$ cat config.mk
export PLATFORM = sky130hd
export DESIGN_NAME = seq_multicycle_core
export DESIGN_NICKNAME = d
export VERILOG_FILES = /design/src/rtl/seq_multicycle_core.sv
export SDC_FILE = /design/constraint.sdc
export NUM_CORES = 2
export LEC_CHECK = 0
export CAP_MARGIN = 25
export CORE_UTILIZATION = 25
export DETAILED_ROUTE_END_ITERATION = 10
export SLEW_MARGIN = 15
export SYNTH_ARGS = -nofsm -noshare
export SYNTH_HDL_FRONTEND = slang
export SYNTH_SLANG_ARGS = --single-unit
$ cat constraint.sdc
create_clock -name clk -period 6.3 [get_ports clk]
set_input_delay 0.63 -clock clk [delete_from_list [all_inputs] [get_ports clk]]
set_output_delay 0.63 -clock clk [all_outputs]
set_load 0.01 [all_outputs]
$ cat src/rtl/seq_multicycle_core.sv
// Multi-cycle sequential core: FETCH/DECODE/EXEC/MEM/WB with handshaked instruction
// and data memory ports, parametrised width and reset PC, sticky halt-on-error flags.
module seq_multicycle_core #(
  parameter int unsigned     XLEN           = 64,
  parameter logic [XLEN-1:0] RESET_PC       = '0,
  parameter int unsigned     REG_INIT_INDEX = 1
) (
  input  logic            clk,
  input  logic            reset_n,
  input  logic [31:0]     instr,
  input  logic            instr_valid,
  output logic            instr_ready,
  output logic [XLEN-1:0] pc,
  output logic            dmem_req,
  output logic            dmem_we,
  output logic [XLEN-1:0] dmem_addr,
  output logic [XLEN-1:0] dmem_wdata,
  input  logic [XLEN-1:0] dmem_rdata,
  input  logic            dmem_ack,
  output logic [XLEN-1:0] result,
  output logic            zero,
  output logic            retire,
  output logic            halted,
  output logic            illegal,
  output logic            addr_error
);

  localparam logic [2:0]      LS_F3      = (XLEN == 64) ? 3'b011 : 3'b010;
  localparam logic [XLEN-1:0] ALIGN_MASK = XLEN'(XLEN / 8 - 1);

  typedef enum logic [2:0] {S_FETCH, S_DECODE, S_EXEC, S_MEM, S_WB, S_HALT} state_t;
  state_t state, state_next;

  logic [31:0]     ir;
  logic [XLEN-1:0] op_a, op_b, imm, imm_dec, alu_out, wb_data;
  logic [XLEN-1:0] regs [32];

  logic [6:0] opcode, funct7;
  logic [2:0] funct3;
  logic [4:0] rd, rs1, rs2;
  logic       is_r, is_addi, is_load, is_store, is_beq, legal, misaligned;

  assign opcode = ir[6:0];
  assign rd     = ir[11:7];
  assign funct3 = ir[14:12];
  assign rs1    = ir[19:15];
  assign rs2    = ir[24:20];
  assign funct7 = ir[31:25];

  assign is_r     = (opcode == 7'b0110011) &&
                    ((funct3 == 3'b000 && (funct7 == 7'b0000000 || funct7 == 7'b0100000)) ||
                     ((funct3 == 3'b111 || funct3 == 3'b110) && funct7 == 7'b0000000));
  assign is_addi  = (opcode == 7'b0010011) && (funct3 == 3'b000);
  assign is_load  = (opcode == 7'b0000011) && (funct3 == LS_F3);
  assign is_store = (opcode == 7'b0100011) && (funct3 == LS_F3);
  assign is_beq   = (opcode == 7'b1100011) && (funct3 == 3'b000);
  assign legal    = is_r | is_addi | is_load | is_store | is_beq;

  always_comb begin
    imm_dec = {{(XLEN-12){ir[31]}}, ir[31:20]};
    if (is_store)
      imm_dec = {{(XLEN-12){ir[31]}}, ir[31:25], ir[11:7]};
    else if (is_beq)
      imm_dec = {{(XLEN-13){ir[31]}}, ir[31], ir[7], ir[30:25], ir[11:8], 1'b0};
  end

  // ADDI, load and store all use op_a + imm; BEQ compares via subtraction.
  always_comb begin
    alu_out = op_a + imm;
    if (is_r) begin
      unique case (funct3)
        3'b111:  alu_out = op_a & op_b;
        3'b110:  alu_out = op_a | op_b;
        default: alu_out = funct7[5] ? (op_a - op_b) : (op_a + op_b);
      endcase
    end else if (is_beq) begin
      alu_out = op_a - op_b;
    end
  end

  assign misaligned  = |(alu_out & ALIGN_MASK);
  assign instr_ready = (state == S_FETCH);
  assign dmem_req    = (state == S_MEM);
  assign halted      = (state == S_HALT);

  always_ff @(posedge clk or negedge reset_n) begin
    if (!reset_n) state <= S_FETCH;
    else          state <= state_next;
  end

  always_comb begin
    state_next = state;
    unique case (state)
      S_FETCH:  if (instr_valid) state_next = S_DECODE;
      S_DECODE: state_next = legal ? S_EXEC : S_HALT;
      S_EXEC: begin
        if (is_load || is_store) state_next = misaligned ? S_HALT : S_MEM;
        else if (is_beq)         state_next = S_FETCH;
        else                     state_next = S_WB;
      end
      S_MEM:    if (dmem_ack) state_next = is_load ? S_WB : S_FETCH;
      S_WB:     state_next = S_FETCH;
      S_HALT:   state_next = S_HALT;
      default:  state_next = S_HALT;
    endcase
  end

  always_ff @(posedge clk or negedge reset_n) begin
    if (!reset_n) begin
      pc         <= RESET_PC;
      ir         <= '0;
      op_a       <= '0;
      op_b       <= '0;
      imm        <= '0;
      wb_data    <= '0;
      result     <= '0;
      zero       <= 1'b0;
      retire     <= 1'b0;
      illegal    <= 1'b0;
      addr_error <= 1'b0;
      dmem_we    <= 1'b0;
      dmem_addr  <= '0;
      dmem_wdata <= '0;
      for (int unsigned i = 0; i < 32; i++)
        regs[i] <= (REG_INIT_INDEX != 0) ? XLEN'(i) : '0;
    end else begin
      retire <= 1'b0;
      unique case (state)
        S_FETCH: if (instr_valid) ir <= instr;
        S_DECODE: begin
          op_a <= regs[rs1];
          op_b <= regs[rs2];
          imm  <= imm_dec;
          if (!legal) illegal <= 1'b1;
        end
        S_EXEC: begin
          zero <= (alu_out == '0);
          if (is_load || is_store) begin
            if (misaligned) begin
              addr_error <= 1'b1;
            end else begin
              dmem_addr  <= alu_out;
              dmem_we    <= is_store;
              dmem_wdata <= op_b;
            end
          end else if (is_beq) begin
            pc     <= (op_a == op_b) ? (pc + imm) : (pc + XLEN'(4));
            retire <= 1'b1;
          end else begin
            wb_data <= alu_out;
          end
        end
        S_MEM: begin
          if (dmem_ack) begin
            if (is_load) begin
              wb_data <= dmem_rdata;
            end else begin
              pc     <= pc + XLEN'(4);
              retire <= 1'b1;
            end
          end
        end
        S_WB: begin
          if (rd != '0) begin
            regs[rd] <= wb_data;
            result   <= wb_data;
          end
          pc     <= pc + XLEN'(4);
          retire <= 1'b1;
        end
        default: ;
      endcase
    end
  end

endmodule

==> impl_metrics.csv <==
group,metric,value,unit
layout,drive_above_1_share,0.389,
sta,period_share,0.953,
synthesis,ys.flop_type,"dfrtp_1",
clock_tree,cts_htree_levels,5,
synthesis,synth-edff-count,0,
synthesis,avgSynthCellArea,13.1,µm²
synthesis,syn_inst,11200,
critical_path,crit_type,"flop to flop",
sta,slew_headroom,0.220,
detailed_routing,drc_errors,0,
layout,mostFrequentLayoutCell,"dfrtp_1",
layout,final_cell_mix,"2,455 x dfrtp_1, 2,124 x mux2_2, 1,280 x mux4_2, 611 x nand2_1, 538 x o21ai_0",
synthesis,syn_nets,11600,
critical_path,critPathMaxStageDelay,0.71,ns
clock_tree,clock_latency,0.99,ns
synthesis,syn_area,147000,µm²
sta,fmax,167,MHz
clock_tree,cts_sinks,2549,
synthesis,synth-async-reset-ratio,1.00,
layout,design_area,170000,µm²
layout,nNetsFinal,11600,
sta,period_needed,6.01,ns
critical_path,cp_slowest_cell,"a2111oi_0",
global_route,grt_max_degree,172,
synthesis,synth_area_leaders,"dfrtp_1 42%, mux4_2 20%, mux2_2 16%",
layout,final_cell_count_no_fill,19200,
floorplanning,die_area,590000,µm²
sta,finalHoldViolations,0,
detailed_routing,final_antenna_net_count,0,
sta,worstMarginPinSlew,1.17,ns
synthesis,synth_seq_cells,2549,
detailed_routing,num_vias,101000,
critical_path,crit_family,"simple AND/OR/NAND/NOR gates",
floorplanning,die_h,768,µm
global_route,track_usage,0.179,
floorplanning,start_util,0.251,
detailed_routing,drt_iter0_drc,10200,
hold_path,min_path_type,"input port to asynchronous set/reset pin",
synthesis,seq_area_frac_synth,0.435,
critical_path,crit_chain,"inv_1, ha_1, fa_1, nor2_1, o311ai_1, and3_1, nor4_2, o31ai_1, a211oi_1, a2111oi_0, nand3_1, nor4_1, nand4_1, or4b_1, nor4b_2, nand4b_1, o41ai_2",
sta,holdWs,0.246,ns
detailed_routing,wl_per_cell,28.3,µm
status,outcome,"complete, no violations",
detailed_routing,vias_per_cell,5.29,
critical_path,worstReg2RegEnd,"zero",
place,port_buffers,363,
global_route,antenna_found_initial,40,
synthesis,synth_area_leader_cell,"dfrtp_1",
place,place_congestion,1.01,
critical_path,critPathBufInv,1,
sta,rsz0062_at_grt,"false",
global_route,grt_pass1_wl,776,mm
floorplanning,rows,281,
power_and_ir_drop,power_density,198,nW/µm²
global_route,overflow,0,
sta,setup_tns,0,ns
clock_tree,cts_tree,"yes",
detailed_routing,routed_wl,543,mm
sta,finalSetupViolCount,0,
synthesis,synth_warnings,0,
clock_tree,clock_path_buffers,4,
critical_path,critPathRequiredTime,7.14,ns
layout,syn_to_final_growth,16.0,%
clock_tree,numCtsBuffers,275,
flow_run,drv_cap,0,
critical_path,rr_worst_depth,17,
place,placed_cells,18600,
detailed_routing,first_pass_iters,6,
critical_path,cp.arrival,6.85,ns
layout,fillCellCount,59000,
floorplanning,ios,364,
place,dp_hpwl,359,mm
place,place_area,161000,µm²
critical_path,cp-start-kind,"flop",
power_and_ir_drop,vdd_drop_max,0.000185,V
clock_tree,path_clk_slew,0.06,ns
sta,fin_skew,0.0935,ns
clock_tree,root_buffer,"clkbuf_16",
critical_path,crit_fanout,4,
critical_path,rr_startpoint,"op_a[0]",
sta,slew_viol_final,0,
synthesis,netlist.area_leader.share,0.421,
critical_path,end_kind,"flop",
synthesis,synth_cell_types,100,
floorplanning,die_w,768,µm
layout,final_util,0.291,
floorplanning,core-area,585000,µm²
critical_path,r2r_slack,0.29,ns
global_route,grt_pass1_vias,101000,
power_and_ir_drop,p_leak,0.0729,µW
-- worst max-delay path by stage --
stage	start	end	slack, ns	cells after the start
2_1_floorplan	imm[12]	zero	0.43	15
3_3_place_gp	op_a[0]	zero	0.36	16
3_5_place_dp	op_a[13]	zero	0.34	15
4_1_cts	op_a[0]	zero	0.32	16
5_1_grt	op_a[1]	zero	0.08	17
6_report	op_a[0]	zero	0.29	17
-- Yosys cell counts (52+ instances only) --
library cell,count
a21o_1,100
a21oi_1,467
buf_1,136
clkbuf_1,849
dfrtp_1,2469
dfstp_2,80
ha_1,335
inv_1,260
mux2_2,2124
mux2i_1,219
mux4_2,1280
nand2_1,631
nand3_1,117
nand4_1,69
nor2_1,355
nor3_1,93
nor4_1,52
o21ai_0,540
xnor2_1,138
xor2_1,64
-- flip-flops by register name (all words and copies together) (netlist names) --
| signal | cells |
|---|---|
| dmem_addr | 64 |
| result | 64 |
| regs | 2048 |
| zero | 1 |
| ir | 32 |
| imm | 13 |
| addr_error | 1 |
| dmem_we | 1 |
| state | 3 |
| retire | 1 |
| pc | 64 |
| wb_data | 64 |
| op_b | 64 |
| dmem_wdata | 64 |
| op_a | 64 |
| illegal | 1 |
-- through the flow --
step | setup WS [ns] | power, µW
final | 0.295 | 33800
after global routing | 0.0793 | 34800
after CTS | 0.324 | 34100
after detailed placement | 0.343 | 17200
after global placement | 0.360 | 17200
after floorplan | 0.428 | 16700
-- cells by family (layout without fill, tap and decap cells) --
| kind of cell | after synthesis | after routing | synth area share |
|---|---|---|---|
| simple gates | 1568 | 1568 | 0.0497 |
| buf+inv | 1274 | 1493 | 0.0329 |
| xor+xnor | 202 | 202 | 0.0121 |
| compound gates | 1610 | 1610 | 0.0666 |
| fa+ha+maj | 339 | 339 | 0.0291 |
| mux | 3623 | 3623 | 0.374 |
| flops | 2549 | 2549 | 0.435 |
| other cells | 0 | 22 | 0 |
-- repair_timing --
| item | CTS | global route |
|---|---|---|
| buffers inserted | 0 | 0 |
| setup endpoints to repair | 0 | 1 |
| resized for setup | 0 | 1 |
| hold buffers | 1 | 0 |
| endpoints found under the hold margin | 64 | 0 |
-- per-layer routing --
layer	vias up	GRT usage	share of wire
li1	42300	-	-
met1	54000	0.235	0.41
met2	4134	0.279	0.45
met3	994	0.0409	0.081
met4	26	0.0842	0.056
met5	-	0	0.00033
-- area by class of cell --
type                            instances  area [µm²]  share of cell area
Antenna cell                           22        55.1            0.000323
Clock buffer                          405        8150              0.0478
Clock inverter                         91        1140             0.00669
Inverter                              261         981             0.00576
Multi-Input combinational cell       7342       78400               0.461
Sequential cell                      2549       63900               0.375
Tap cell                             7782        9740              0.0572
Timing Repair Buffer                  736        7870              0.0462
-- where the power goes --
part | internal (µW) | total (µW) | leakage [µW] | switching (µW)
clock network | 9770 | 16900 | 0.00457 | 7180
logic | 81.7 | 455 | 0.0332 | 374
registers | 16400 | 16400 | 0.0351 | 0
Note: power is estimated with default switching activity, not from simulation.
